<file path="src/rtl/execute_unit_pkg.sv">
// Shared types and defaults for the execute stage.
package execute_unit_pkg;

  localparam int unsigned DWIDTH_DEF = 16;
  localparam int unsigned AWIDTH_DEF = 12;

  // The position in this list is the priority position: a lower value wins.
  typedef enum logic [3:0] {
    OP_ADD,
    OP_LOAD,
    OP_STORE,
    OP_BRANCH,
    OP_ISZ,
    OP_CLR_AC,
    OP_CLR_E,
    OP_COMP_AC,
    OP_LOAD_AC,
    OP_CIR_R,
    OP_CIR_L,
    OP_INC_AC
  } op_e;

  typedef enum logic [2:0] {
    S_IDLE,
    S_READ,
    S_CAPTURE,
    S_WRITE,
    S_DONE
  } state_e;

  // Bit 0 of strobes is the highest-priority operation (OP_ADD).
  function automatic op_e pick_op(input logic [11:0] strobes);
    logic found;
    pick_op = OP_ADD;
    found   = 1'b0;
    for (int unsigned i = 0; i < 12; i++) begin
      if (strobes[i] && !found) begin
        pick_op = op_e'(4'(i));
        found   = 1'b1;
      end
    end
  endfunction

endpackage

</file>
<file path="src/rtl/execute_unit_ac_alu.sv">
// Combinational accumulator / extend-bit arithmetic.
module ac_alu
  import execute_unit_pkg::*;
#(
  parameter int unsigned DWIDTH = DWIDTH_DEF
) (
  input  op_e               op,
  input  logic [DWIDTH-1:0] ac,
  input  logic              e,
  input  logic [DWIDTH-1:0] m,
  input  logic [7:0]        imm,
  output logic [DWIDTH-1:0] ac_nxt,
  output logic              e_nxt,
  output logic [DWIDTH-1:0] isz_val,
  output logic              isz_zero
);

  logic [DWIDTH:0] sum;

  // Next AC/E for every operation; untouched operations pass AC/E through.
  always_comb begin
    ac_nxt = ac;
    e_nxt  = e;
    sum    = {1'b0, ac} + {1'b0, m};
    case (op)
      OP_ADD:     {e_nxt, ac_nxt} = sum;
      OP_LOAD:    ac_nxt = m;
      OP_CLR_AC:  ac_nxt = '0;
      OP_CLR_E:   e_nxt = 1'b0;
      OP_COMP_AC: ac_nxt = ~ac;
      OP_LOAD_AC: ac_nxt = DWIDTH'(imm);
      OP_CIR_R:   {ac_nxt, e_nxt} = {e, ac};
      OP_CIR_L:   {e_nxt, ac_nxt} = {ac, e};
      OP_INC_AC:  ac_nxt = ac + DWIDTH'(1);
      default:    ;
    endcase
  end

  assign isz_val  = m + DWIDTH'(1);
  assign isz_zero = (isz_val == '0);

endmodule

</file>
<file path="src/rtl/execute_unit.sv">
// Execute stage: owns AC, E and PC and sequences memory-reference operations.
module execute_unit
  import execute_unit_pkg::*;
#(
  parameter int unsigned DWIDTH = DWIDTH_DEF,
  parameter int unsigned AWIDTH = AWIDTH_DEF
) (
  input  logic              clk,
  input  logic              reset_n,
  input  logic              i_execute,
  input  logic              i_add,
  input  logic              i_load,
  input  logic              i_store,
  input  logic              i_branch,
  input  logic              i_isz,
  input  logic              i_clr_ac,
  input  logic              i_clr_e,
  input  logic              i_comp_ac,
  input  logic              i_load_ac,
  input  logic              i_cir_r,
  input  logic              i_cir_l,
  input  logic              i_inc_ac,
  input  logic [AWIDTH-1:0] i_addr,
  input  logic [7:0]        i_imm,
  input  logic              i_pc_inc,
  input  logic [DWIDTH-1:0] i_mem_rdata,
  output logic [AWIDTH-1:0] o_mem_addr,
  output logic              o_mem_ce,
  output logic              o_mem_we,
  output logic [DWIDTH-1:0] o_mem_wdata,
  output logic [DWIDTH-1:0] o_ac,
  output logic              o_e,
  output logic [AWIDTH-1:0] o_pc,
  output logic              o_busy,
  output logic              o_ex_done
);

  state_e            state_q, state_d;
  op_e               op_q, op_d;
  logic              armed_q, armed_d;
  logic [DWIDTH-1:0] ac_q, ac_d;
  logic              e_q, e_d;
  logic [AWIDTH-1:0] pc_q, pc_d;
  logic [AWIDTH-1:0] mem_addr_q, mem_addr_d;
  logic              mem_ce_q, mem_ce_d;
  logic              mem_we_q, mem_we_d;
  logic [DWIDTH-1:0] mem_wdata_q, mem_wdata_d;

  logic [11:0]       strobes;
  op_e               op_now;
  op_e               alu_op;
  logic [DWIDTH-1:0] alu_ac;
  logic              alu_e;
  logic [DWIDTH-1:0] alu_isz;
  logic              alu_zero;

  assign strobes = {i_inc_ac, i_cir_l, i_cir_r, i_load_ac, i_comp_ac, i_clr_e,
                    i_clr_ac, i_isz, i_branch, i_store, i_load, i_add};

  // Register-reference ops resolve from the live strobes at accept; memory
  // ops resolve from the latched op at CAPTURE.
  always_comb begin
    op_now = pick_op(strobes);
    alu_op = (state_q == S_IDLE) ? op_now : op_q;
  end

  ac_alu #(.DWIDTH(DWIDTH)) u_alu (
    .op       (alu_op),
    .ac       (ac_q),
    .e        (e_q),
    .m        (i_mem_rdata),
    .imm      (i_imm),
    .ac_nxt   (alu_ac),
    .e_nxt    (alu_e),
    .isz_val  (alu_isz),
    .isz_zero (alu_zero)
  );

  // Sequencer: next state, register updates and registered memory controls.
  always_comb begin
    state_d     = state_q;
    op_d        = op_q;
    armed_d     = armed_q | ~i_execute;
    ac_d        = ac_q;
    e_d         = e_q;
    pc_d        = i_pc_inc ? pc_q + AWIDTH'(1) : pc_q;
    mem_addr_d  = mem_addr_q;
    mem_ce_d    = 1'b0;
    mem_we_d    = 1'b0;
    mem_wdata_d = mem_wdata_q;

    case (state_q)
      S_IDLE: begin
        if (i_execute && armed_q) begin
          armed_d    = 1'b0;
          mem_addr_d = i_addr;
          state_d    = S_DONE;
          if (|strobes) begin
            op_d = op_now;
            case (op_now)
              OP_ADD, OP_LOAD, OP_ISZ: begin
                state_d  = S_READ;
                mem_ce_d = 1'b1;
              end
              OP_STORE: begin
                state_d     = S_WRITE;
                mem_ce_d    = 1'b1;
                mem_we_d    = 1'b1;
                mem_wdata_d = ac_q;
              end
              OP_BRANCH: pc_d = i_addr;
              default: begin
                ac_d = alu_ac;
                e_d  = alu_e;
              end
            endcase
          end
        end
      end
      S_READ: state_d = S_CAPTURE;
      S_CAPTURE: begin
        if (op_q == OP_ISZ) begin
          state_d     = S_WRITE;
          mem_ce_d    = 1'b1;
          mem_we_d    = 1'b1;
          mem_wdata_d = alu_isz;
          if (alu_zero) begin
            pc_d = pc_q + AWIDTH'(1);
          end
        end else begin
          state_d = S_DONE;
          ac_d    = alu_ac;
          e_d     = alu_e;
        end
      end
      S_WRITE: state_d = S_DONE;
      S_DONE:  state_d = S_IDLE;
      default: state_d = S_IDLE;
    endcase
  end

  // State and datapath registers.
  always_ff @(posedge clk or negedge reset_n) begin
    if (!reset_n) begin
      state_q     <= S_IDLE;
      op_q        <= OP_ADD;
      armed_q     <= 1'b1;
      ac_q        <= '0;
      e_q         <= 1'b0;
      pc_q        <= '0;
      mem_addr_q  <= '0;
      mem_ce_q    <= 1'b0;
      mem_we_q    <= 1'b0;
      mem_wdata_q <= '0;
    end else begin
      state_q     <= state_d;
      op_q        <= op_d;
      armed_q     <= armed_d;
      ac_q        <= ac_d;
      e_q         <= e_d;
      pc_q        <= pc_d;
      mem_addr_q  <= mem_addr_d;
      mem_ce_q    <= mem_ce_d;
      mem_we_q    <= mem_we_d;
      mem_wdata_q <= mem_wdata_d;
    end
  end

  assign o_mem_addr  = mem_addr_q;
  assign o_mem_ce    = mem_ce_q;
  assign o_mem_we    = mem_we_q;
  assign o_mem_wdata = mem_wdata_q;
  assign o_ac        = ac_q;
  assign o_e         = e_q;
  assign o_pc        = pc_q;
  assign o_busy      = (state_q != S_IDLE);
  assign o_ex_done   = (state_q == S_DONE);

endmodule

</file>
<file path="config.mk">
export PLATFORM = sky130hd
export DESIGN_NAME = execute_unit
export DESIGN_NICKNAME = d
export VERILOG_FILES = /design/src/rtl/execute_unit_pkg.sv /design/src/rtl/execute_unit_ac_alu.sv /design/src/rtl/execute_unit.sv
export SDC_FILE = /design/constraint.sdc
export NUM_CORES = 1
export LEC_CHECK = 0
export ABC_AREA = 1
export CAP_MARGIN = 20
export CORE_MARGIN = 8
export CORE_UTILIZATION = 50
export CTS_CLUSTER_DIAMETER = 100
export DETAILED_ROUTE_END_ITERATION = 10
export PLACE_DENSITY = 0.76
export SLEW_MARGIN = 20
export SYNTH_ARGS = -nofsm -noshare
export SYNTH_HDL_FRONTEND = slang
export SYNTH_HIERARCHICAL = 1
export SYNTH_SLANG_ARGS = --single-unit
</file>
<file path="constraint.sdc">
create_clock -name clk -period 5.9 [get_ports clk]
set_clock_uncertainty 0.05 [all_clocks]
set_input_delay 0.885 -clock clk [delete_from_list [all_inputs] [get_ports clk]]
set_output_delay 0.885 -clock clk [all_outputs]
set_load 0.05 [all_outputs]
</file>
==> results <==
- The flow ran to the end, and the final reports show no timing, DRC or antenna violations.
- In the layout the commonest cells are sky130_fd_sc_hd__nand2_1, sky130_fd_sc_hd__inv_1, sky130_fd_sc_hd__clkdlybuf4s50_1.
- The via count is 7013.
- The number of search-and-repair iterations in the first detailed-routing pass is 5.
- The count of flip-flops with a built-in enable after synthesis is 0.
- The data required time at the worst endpoint is 6.04 ns.
- The latest clock arrival within the worst-skew pair is 0.35 ns.
- The total half-perimeter wirelength after legalization and detailed placement is 16100 µm.
- The worst slew margin relative to its limit is 36.8%.
- The path type of the worst setup path is in2reg.
- The tightest min-delay check is of the reg2reg type.
- The number of buffers added by the clock tree synthesis step is 9.
- The vertical die dimension is 128 µm.
- The clock tree root driver cell is sky130_fd_sc_hd__clkbuf_16.
- The number of hold violations in the final report is 0.
- In this run the standard cell core region covers 12500 µm².
- The areal power density over the cells is 593 nW/µm².
- Across the run, the number of max-cap violations was 0.
- Setup repair after global routing left no endpoint under its margin.
- Entering global routing, the biggest net connects 68 pins.
- The path with the worst hold slack has its endpoint at armed_q.
- Buffers inserted to repair hold after CTS numbered 0.
- After layout, the worst setup slack is 1.83 ns.
- The synthesis warning total is 6.
- The H-tree depth is 3.
- The detailed-route wire length is 21200 µm.
- Among all flip-flop cells after synthesis, the most frequent one is sky130_fd_sc_hd__dfrtp_1.
- Counting I/O delays and the setup requirement, the final critical path takes 4.07 ns.
- The CTS tree is done.
- Summed over all layers, the global routing overflow is 0.
- The worst setup path is captured at a flop.
- In the global route stage, met2 resource usage came out at 43.8%.
- The area growth from synthesis to layout is 23.1%.
- The die footprint is 16500 µm².
- The worst hold path depth is 2.
- The net count reported at finish is 1183.
- The total track usage is 25.8%.
- The setup violation total in the final timing report is 0.
- The number of buffers on the longest clock path is 2.
- Row generation in the floorplan step produced 41 rows.
- The fraction of layout cells with a size suffix above 1 is 5.73%.
- The peak ir drop on the vdd network is 0.318 mV.
- The routed wire length per instance is 16.5 µm.
- The final sum of negative setup slack is 0 ns.
- The number of slew-limit violations in the final report is 0.
- The largest individual stage delay along the critical path comes from the cell sky130_fd_sc_hd__o21ai_0.
- The number of antenna violations at the first check in global routing is 0.
- The count of buffers inserted at the top-level ports is 112.
- The die is 128 µm wide.
- The transition time at the pin with the least slew margin is 0.946 ns.
- The endpoint identified for the worst register-to-register timing path is o_ac[0].
- The endpoint arrival time on the critical path is 4.21 ns.
- The fraction of synthesis flops using an asynchronous set or reset pin is 100%.
- Leaving out fill and tap cells, the most frequent cell in the layout is sky130_fd_sc_hd__nand2_1.
- For this design the top-level I/O count stands at 113.
- In this run the most used layer during global routing was met2.
- In this run the critical register-to-register path is launched from state_q[0].
- Traced cell by cell, the critical path runs through clkdlybuf4s50_1 -> nor2_2 -> nand2_2 -> nor2_4 -> nand3_1 -> nand3_1 -> inv_1 -> o21ai_0 -> nor2_1 -> nand2_1 -> inv_1 -> a221oi_1 -> o211ai_1 -> nand2_1 -> o21ai_0.
- In the routed design, unresolved DRC markers number 0.
- In this run the cell area of the synthesized design comes to 6310 µm².
- The worst setup path is launched from a primary input.
- The first global-routing pass estimated 33800 µm of wire.
- The filler cells instantiated in the layout total 1225.
- The analysis attributes to cell leakage a power of 0.00365 µW.
- In this run, the number of DRC markers left after iteration 0 of detailed routing was 650.
- The worst-case setup slack after placement is 1.52 ns.
- Clock-pin slew was measured on the worst setup and hold paths at 0.05 ns.
- Derived from the worst setup path, the maximum achievable clock frequency is 245 MHz.
- The number of gates resized after CTS was 0.
- The number of diodes is 0.
- The slack of the worst reg-to-reg path is 2.45 ns.
- Buffers added to address setup during post-CTS repair amount to 0.
- The initial core utilization is 50.6%.
- In this run the remaining antenna-violating nets after routing total 0.
- The via density per instance is 5.44.
- The largest single stage delay on the critical path is 0.72 ns.
- The depth of the most critical reg-to-reg path is 10.
- Sequential cells were found to cover 26.6% of the synthesized design area.
- After synthesis, the mean cell area works out to 6.23 µm².
- Global routing consumed, on the met3 layer, 4.30% of the routing resources.
- The total of flip-flops plus latches after synthesis is 67.
- Routability-driven placement finished with a final weighted congestion of 0.951.
- The sink count of the clock tree is 67.
- The share of the clock period used by the worst path after layout is 69.1%.
- In the synthesized netlist, the number of instances is 1013.
- The via count of the first global-routing pass came to 6672.
- Counting distinct cell types in the post-synthesis netlist gives 46.
- The hold path startpoint is armed_q.
- The number of nets in the synthesized netlist is 1085.
- The global routing usage on met1 is 30.8%.
- Of all nets on the critical path, the largest fanout is 15.
flip-flops by register name (all words and copies together) (netlist names):
signal / cells
armed_q: 1
o_ac: 16
o_e: 1
o_mem_addr: 12
o_mem_ce: 1
o_mem_wdata: 16
o_mem_we: 1
o_pc: 12
op_q: 4
state_q: 3
logic make-up (layout without fill, tap and decap cells):
family | count (synthesis) | count (layout) | share of synthesized area (%)
AOI/OAI and AO/OA | 165 | 165 | 15.3
xor gates and xnor gates | 19 | 19 | 2.64
adders and majority gates | 20 | 20 | 4.08
buffers and inverters | 171 | 274 | 11.4
DFF | 67 | 67 | 26.6
and+or+nand+nor | 571 | 571 | 39.9
Yosys cell counts (3+ instances only):
| master | instances | area share, % |
|---|---|---|
| sky130_fd_sc_hd__a211oi_1 | 4 | 0.48 |
| sky130_fd_sc_hd__a21oi_1 | 32 | 2.5 |
| sky130_fd_sc_hd__a221oi_1 | 3 | 0.42 |
| sky130_fd_sc_hd__a31oi_1 | 16 | 1.6 |
| sky130_fd_sc_hd__buf_4 | 5 | 0.59 |
| sky130_fd_sc_hd__buf_6 | 7 | 1.2 |
| sky130_fd_sc_hd__clkbuf_1 | 10 | 0.59 |
| sky130_fd_sc_hd__dfrtp_1 | 66 | 26 |
| sky130_fd_sc_hd__ha_1 | 19 | 3.8 |
| sky130_fd_sc_hd__inv_1 | 136 | 8.1 |
| sky130_fd_sc_hd__inv_2 | 6 | 0.36 |
| sky130_fd_sc_hd__nand2_1 | 308 | 18 |
| sky130_fd_sc_hd__nand2_2 | 8 | 0.79 |
| sky130_fd_sc_hd__nand2_4 | 3 | 0.54 |
| sky130_fd_sc_hd__nand3_1 | 80 | 6.3 |
| sky130_fd_sc_hd__nand3b_1 | 6 | 0.71 |
| sky130_fd_sc_hd__nand4_1 | 16 | 1.6 |
| sky130_fd_sc_hd__nor2_1 | 103 | 6.1 |
| sky130_fd_sc_hd__nor2_2 | 4 | 0.40 |
| sky130_fd_sc_hd__nor2_4 | 8 | 1.4 |
| sky130_fd_sc_hd__nor3_1 | 18 | 1.4 |
| sky130_fd_sc_hd__o211ai_1 | 14 | 1.7 |
| sky130_fd_sc_hd__o21ai_0 | 61 | 4.8 |
| sky130_fd_sc_hd__o21ai_1 | 14 | 1.1 |
| sky130_fd_sc_hd__o221ai_1 | 3 | 0.42 |
| sky130_fd_sc_hd__o22ai_1 | 7 | 0.69 |
| sky130_fd_sc_hd__or2_2 | 7 | 0.69 |
| sky130_fd_sc_hd__xor2_1 | 17 | 2.4 |
metrics by stage:
step	hold slack [ns]	utilization [%]	std cells	area (µm²)	total power (µW)
3_5_place_dp	0.408	60.0	1272	7480	4040
4_1_cts	0.416	62.3	1288	7770	4590
2_1_floorplan	0.394	-	1013	6310	3120
6_report	0.411	62.3	1288	7770	4600
3_3_place_gp	0.399	60.0	1272	7480	4010
5_1_grt	0.441	62.3	1288	7770	4940
metal layers:
| metal | wire, µm | part of all wire (%) | up-vias |
|---|---|---|---|
| met5 | 0 | 0 | - |
| li1 | - | - | 3498 |
| met2 | 10200 | 48 | 266 |
| met4 | 799 | 3.8 | 0 |
| met1 | 8770 | 41 | 3200 |
| met3 | 1450 | 6.8 | 49 |
worst max-delay path by stage:
stage / depth (start not counted) / end / startpoint / slack [ns]
finish: 15 / o_ac[0] / i_store / 1.83
CTS: 15 / o_ac[0] / i_store / 1.88
global route: 15 / o_ac[0] / i_store / 1.47
global placement: 15 / o_ac[1] / i_store / 1.60
detailed placement: 15 / o_ac[0] / i_store / 1.52
floorplan: 19 / o_ac[9] / i_branch / 2.71
critical path, delay by kind of cell:
family          cells  cell delay, ns
buf+inv             3            0.88
compound gates      4            1.30
simple gates        8            1.15
area by class of cell:
cell class | count | area [µm²] | share of cell area, %
multi-input cells | 775 | 3910 | 50.4
flip-flops and latches | 67 | 1680 | 21.6
repair buffers | 113 | 1120 | 14.5
inverters | 145 | 549 | 7.07
clock buffers | 12 | 236 | 3.04
well taps | 172 | 215 | 2.77
clock inverters | 4 | 51.3 | 0.660
power breakdown:
part	internal [µW]	switching (µW)
logic	981	2110
clock network	328	210
registers	673	307
No activity file was read; power rests on OpenSTA's default activity.
